$ cat config.mk
export PLATFORM = sky130hd
export DESIGN_NAME = vga_sync_timing_generator
export DESIGN_NICKNAME = d
export VERILOG_FILES = /design/src/rtl/vga_sync_timing_generator.sv
export SDC_FILE = /design/constraint.sdc
export NUM_CORES = 1
export LEC_CHECK = 0
export BUFFER_PORTS_ARGS = -buffer_cell sky130_fd_sc_hd__buf_2
export CORE_MARGIN = 8
export CORE_UTILIZATION = 35
export DETAILED_ROUTE_END_ITERATION = 6
export GPL_TIMING_DRIVEN = 0
export SYNTH_ARGS = -nofsm -noshare
export SYNTH_HDL_FRONTEND = slang
export SYNTH_SLANG_ARGS = --single-unit
$ cat constraint.sdc
create_clock -name control_clock -period 2.87 [get_ports control_clock]
set_input_delay 0.7175 -clock control_clock [delete_from_list [all_inputs] [get_ports control_clock]]
set_output_delay 0.7175 -clock control_clock [all_outputs]
set_load 0.01 [all_outputs]
$ cat src/rtl/vga_sync_timing_generator.sv
// vga_sync_timing_generator: nested pixel/line counters with decode of syncs, display enable, coordinates and strobes.
// Latency: outputs are a zero-latency decode of the registered counters; the first cycle after reset is position (0,0).
// Backpressure: none; with VGA_PIXEL_CE_EN defined, pixel_ce gates counter advance and the strobes.
module vga_sync_timing_generator #(
  parameter int COUNTER_WIDTH = 11,
  parameter int H_ACTIVE      = 640,
  parameter int H_FRONT       = 16,
  parameter int H_SYNC        = 96,
  parameter int H_BACK        = 48,
  parameter int V_ACTIVE      = 480,
  parameter int V_FRONT       = 10,
  parameter int V_SYNC        = 2,
  parameter int V_BACK        = 33,
  parameter int H_SYNC_POL    = 0,
  parameter int V_SYNC_POL    = 0
) (
  input  logic                     control_clock,
  input  logic                     reset,
`ifdef VGA_PIXEL_CE_EN
  input  logic                     pixel_ce,
`endif
  output logic                     h_sync,
  output logic                     v_sync,
  output logic                     display_enable,
  output logic [COUNTER_WIDTH-1:0] pixel_x,
  output logic [COUNTER_WIDTH-1:0] pixel_y,
  output logic                     line_start,
  output logic                     frame_start
);

  localparam int H_TOTAL = H_ACTIVE + H_FRONT + H_SYNC + H_BACK;
  localparam int V_TOTAL = V_ACTIVE + V_FRONT + V_SYNC + V_BACK;

  // Wrap points fit the counter width once the totals pass the elaboration check below.
  localparam logic [COUNTER_WIDTH-1:0] H_LAST = COUNTER_WIDTH'(H_TOTAL - 1);
  localparam logic [COUNTER_WIDTH-1:0] V_LAST = COUNTER_WIDTH'(V_TOTAL - 1);
  localparam logic [COUNTER_WIDTH-1:0] ONE    = COUNTER_WIDTH'(1);

  // Region bounds carry one extra bit so an end bound equal to 2**COUNTER_WIDTH is still representable.
  localparam logic [COUNTER_WIDTH:0] H_ACT_END  = (COUNTER_WIDTH+1)'(H_ACTIVE);
  localparam logic [COUNTER_WIDTH:0] H_SYNC_BEG = (COUNTER_WIDTH+1)'(H_ACTIVE + H_FRONT);
  localparam logic [COUNTER_WIDTH:0] H_SYNC_END = (COUNTER_WIDTH+1)'(H_ACTIVE + H_FRONT + H_SYNC);
  localparam logic [COUNTER_WIDTH:0] V_ACT_END  = (COUNTER_WIDTH+1)'(V_ACTIVE);
  localparam logic [COUNTER_WIDTH:0] V_SYNC_BEG = (COUNTER_WIDTH+1)'(V_ACTIVE + V_FRONT);
  localparam logic [COUNTER_WIDTH:0] V_SYNC_END = (COUNTER_WIDTH+1)'(V_ACTIVE + V_FRONT + V_SYNC);

  localparam logic H_POL = (H_SYNC_POL != 0);
  localparam logic V_POL = (V_SYNC_POL != 0);

  if (H_TOTAL < 1 || H_TOTAL > (1 << COUNTER_WIDTH)) begin : g_h_total_check
    $error("vga_sync_timing_generator: H_TOTAL=%0d does not fit COUNTER_WIDTH=%0d", H_TOTAL, COUNTER_WIDTH);
  end
  if (V_TOTAL < 1 || V_TOTAL > (1 << COUNTER_WIDTH)) begin : g_v_total_check
    $error("vga_sync_timing_generator: V_TOTAL=%0d does not fit COUNTER_WIDTH=%0d", V_TOTAL, COUNTER_WIDTH);
  end

  logic                     advance;
  logic [COUNTER_WIDTH-1:0] h_count;
  logic [COUNTER_WIDTH-1:0] v_count;
  logic [COUNTER_WIDTH:0]   h_ext;
  logic [COUNTER_WIDTH:0]   v_ext;
  logic                     h_in_active;
  logic                     v_in_active;
  logic                     h_sync_act;
  logic                     v_sync_act;
  logic                     de;

`ifdef VGA_PIXEL_CE_EN
  assign advance = pixel_ce;
`else
  assign advance = 1'b1;
`endif

  // Pixel counter wraps at end of line; the line counter steps (and wraps) only on that pixel wrap.
  always_ff @(posedge control_clock) begin
    if (reset) begin
      h_count <= '0;
      v_count <= '0;
    end else if (advance) begin
      if (h_count == H_LAST) begin
        h_count <= '0;
        if (v_count == V_LAST) begin
          v_count <= '0;
        end else begin
          v_count <= v_count + ONE;
        end
      end else begin
        h_count <= h_count + ONE;
      end
    end
  end

  assign h_ext = {1'b0, h_count};
  assign v_ext = {1'b0, v_count};

  // Region decode straight off the counters so every output refers to the same screen position.
  always_comb begin
    h_in_active = (h_ext < H_ACT_END);
    v_in_active = (v_ext < V_ACT_END);
    h_sync_act  = (h_ext >= H_SYNC_BEG) && (h_ext < H_SYNC_END);
    v_sync_act  = (v_ext >= V_SYNC_BEG) && (v_ext < V_SYNC_END);
    de          = h_in_active && v_in_active;
  end

  // Output drive; reset forces everything inactive in the same cycle so no partial pulse leaks out.
  always_comb begin
    h_sync         = ~H_POL;
    v_sync         = ~V_POL;
    display_enable = 1'b0;
    pixel_x        = '0;
    pixel_y        = '0;
    line_start     = 1'b0;
    frame_start    = 1'b0;
    if (!reset) begin
      h_sync         = h_sync_act ? H_POL : ~H_POL;
      v_sync         = v_sync_act ? V_POL : ~V_POL;
      display_enable = de;
      pixel_x        = de ? h_count : '0;
      pixel_y        = de ? v_count : '0;
      line_start     = advance && (h_count == '0);
      frame_start    = advance && (h_count == '0) && (v_count == '0);
    end
  end

endmodule

# Word-level counts from Yosys, hierarchy flattened

Cells that the tools add are included.

Input port bits: 2
Register bits after elaboration: 22
Logic and storage cells: 31
Output and inout bits: 27

Add/sub/neg operators: 2
Muxes and demuxes: 12
$lt $le $gt $ge: 6
Reduce and logical (&&, ||, !) cells: 7
Eq/ne operators: 2

Operators with widths:

| cell                  | number |
|---|---|
| $mux 11               | 5 |
| $add 11x1->11 const B | 2 |
| $eq 11x10->1 const B  | 2 |
| $logic_not 11->1      | 2 |
| $lt 11x10->1 const B  | 2 |
| $lt 11x9->1 const B   | 2 |
| $ge 11x10->1 const B  | 1 |
| $ge 11x9->1 const B   | 1 |
| $mux 1                | 7 |
| $logic_and 1x1->1     | 4 |
| $reduce_or 2->1       | 1 |

# Depth between registers and ports, before layout

Depth in word-level cells: 4
Gate-level depth with buffers: 7
Gate-level depth less buffers: 6

# Least setup slack after synthesis

OpenSTA, ideal clock, no wires.

Kind: input to output
Start: input port reset
End: output port frame_start
Path slack: 516 ps
Data arrival time: 1636 ps
Cell stages on the path: 4
Cell sequence: clkbuf_1 nor4_1 and4_1 and4_1

Word-level cells in the longest chain between the ends: 1

RTL lines:

| what        | line | source |
|---|---|---|
| from (decl) | 18   | `input logic reset,` |
| $mux 1      | 114  | `if (!reset) begin` |
| to (decl)   | 28   | `output logic frame_start` |

No other way between the ends.

# Final worst setup path

Ends and elaborated chain as after synthesis.

==> summary.txt <==
STA
  • Worst-Margin Slew: 610 ps
  • Setup TNS: 0 ps
  • Setup violators final: 0
  • Skew final: 6.07 ps
  • Final Hold Viols: 0
  • Slew headroom: 59.4%
  • Unrepaired setup endpoints after global routing: no
  • Final period util: 93.3%
  • Final slew viol count: 0
  • Max Fclk: 373 MHz
  • Crit path time final: 2680 ps

Critical path
  • Crit Path Category: primary input to output port
  • Delay-heaviest family, CP: simple AND/OR/NAND/NOR gates
  • R2R Path Start: h_count[0]
  • Reg2Reg Depth: 7
  • Crit end category: output port
  • Kind of start point of the critical path: primary input
  • Worst reg2reg setup slack: 960 ps
  • Crit path DAT: 1960 ps
  • RR Endpoint: h_count[10]
  • CP max-delay cell: nor4_1
  • Critical path buffer and inverter count: 3
  • Crit path largest cell delay: 300 ps
  • Crit-path cells: buf_2 -> clkbuf_1 -> nor4_1 -> and4_1 -> and4_1 -> buf_2
  • Worst Path Required: 2150 ps
  • CP max FO: 10

Clocking
  • Clk_lat worst skew: 260 ps
  • CTS tree: done
  • Clock root cell: clkbuf_8
  • H-tree levels: 1
  • Max clock buf depth: 2
  • CTS Hold Buffers Added: 0
  • # clock sinks: 22
  • Post-CTS sizing: 0
  • CTS clk-pin slew, worst paths: 90 ps
  • Cts bufs inserted: 3
  • Post-CTS Setup Inserts: 0

Global routing
  • Total Routing Usage GR: 11.1%
  • Grt total ovfl: 0
  • Routing usage on met2: 17.3%
  • Most Used Layer, Global Route: met2
  • Grt met3 use: 3.27%
  • Met1 usage: 14.5%
  • Largest net degree at the start of global routing: 14
  • Vias in the first global route: 1250
  • Initial antenna violation count: 0
  • Global-route wire length before repair: 5710 µm

Synthesis
  • Synthesized area per cell: 8.05 µm²
  • Post-synthesis sequential area ratio: 31.5%
  • Yosys warning total: 0
  • Most common cell in the netlist: dfxtp_1
  • Ys async rst share: 0%
  • Synth area leader: dfxtp_1
  • EDFF count, synth: 0
  • Ranking of synthesized cells by area: dfxtp_1, and2_1, nor2_1
  • Post-synthesis instance area: 1400 µm²
  • Yosys cell types: 38
  • Synth Register Bits: 22
  • Post-Synthesis Cells: 174
  • Primary FF master, synth: dfxtp_1
  • Synth top area share: 31.5%
  • Top cells by count, synth: dfxtp_1, nor2_1, and2_1

Power and ir drop
  • Clk pwr share: 44.9%
  • Cell internal pwr: 0.000512 W
  • Switching fraction of total power: 21.0%
  • P per Cell Area: 389 nW/µm²
  • VDD IR-drop max: 0.000139 V
  • Leakage: 0.680 nW
  • Register share of total power: 48.4%
  • Combinational fraction of design power: 6.7%
  • Switching Power: 0.000136 W

Route
  • DR vias/cell: 5.00
  • DRC: 0
  • Final ANT Viol Nets: 0
  • Total vias in the final route: 1276
  • 1st-iter DRT viols: 48
  • Drt total wl: 3410 µm
  • First-pass detailed-route iteration total: 7
  • Drt wl/cell: 13.4 µm

Outcome
  • Status: finished, final reports clean

Floorplanning
  • Starting density of the core: 35.8%
  • Die area: 6280 µm²
  • Io pins: 29
  • Die Wd: 79.2 µm
  • Floorplan core area: 3910 µm²
  • Rows: 23
  • Die Y-Extent: 79.2 µm

Placed design
  • IO buf count: 25
  • RePlAce Congestion: 0.791
  • Detailed Place HPWL: 2470 µm

Final layout
  • Area Growth Syn to Fin: 19.0%
  • Share of layout cells above drive strength 1: 22.4%
  • Post-route core utilization: 42.6%
  • Nets: 212
  • ANT cells: 0

Flow run
  • Number of max-cap violations: 0

Min path
  • Hold WC Path Type: flop to flop
  • Worst hold stages: 1
  • Hold path start: h_count[0]
  • WHS Endpoint: h_count[0]
## sequential cells by signal (all words and copies together) (netlist names)
signal   count
v_count     11
h_count     11
## power by group through the flow
stage	combinational (W)	sequential [W]	clock [W]
after global routing	0.0000482	0.000315	0.000311
after CTS	0.0000435	0.000314	0.000297
after detailed placement	0.0000433	0.000321	0
after global placement	0.0000427	0.000321	0
after floorplan	0.0000289	0.000320	0
final	0.0000433	0.000314	0.000291
## metal layers
metal	part of all wire, %	routed length (µm)
met3	7.1	242
met4	0.56	19
met2	41	1400
met5	0	0
met1	51	1740
## worst max path at each step
stage	from	endpoint	slack [ps]	cells after the start
6_report	reset	frame_start	190	6
2_1_floorplan	reset	frame_start	520	4
5_1_grt	reset	frame_start	110	6
4_1_cts	reset	frame_start	210	6
3_5_place_dp	reset	frame_start	210	6
3_3_place_gp	reset	frame_start	170	6
## kinds of logic (layout without fill, tap and decap cells)
logic type / Yosys count / count (layout) / synth area share, %
other cells: 1 / 3 / 0.268
compound gates: 15 / 15 / 6.61
buf+inv: 20 / 49 / 7.06
flops: 22 / 22 / 31.5
xor+xnor: 12 / 12 / 7.51
simple gates: 100 / 100 / 43.5
fa+ha+maj: 4 / 4 / 3.57
## worst register-to-register path, cell delays in order (launching register included)
cell      delay, ps
dfxtp_1         420
ha_1            230
and4_1          200
buf_4           170
nand3_4         140
or2b_1          180
clkbuf_1        350
nor2_1          100
## placed cells by master (no fill, tap or decap), drive strengths merged, types with 7 or more instances in the layout
cell type  Yosys  routed
buf            5      30
dfxtp         22      22
nor2          20      20
and2          19      19
clkbuf        10      13
nand2         11      11
nand3         10      10
xor2           8       8
nand4          7       7
a21oi          7       7
## layout make-up
class	count	area (µm²)
Buffer	15	80.1
Clock buffer	3	41.3
Clock inverter	1	30.0
Fill cell	423	2250
Inverter	5	18.8
Multi-Input combinational cell	134	868
Sequential cell	22	440
Tap cell	50	62.6
Timing Repair Buffer	25	125
## per-stage QoR
step           worst slack [ps]  instances  power (W)  area [µm²]  hold WS [ps]
2_1_floorplan               516        176   0.000348        1410           448
3_3_place_gp                169        251   0.000364        1600           477
3_5_place_dp                209        251   0.000364        1600           498
4_1_cts                     206        255   0.000654        1670           516
5_1_grt                     109        255   0.000674        1670           530
6_report                    193        255   0.000648        1670           511
Power figures use the tool's default switching activity.
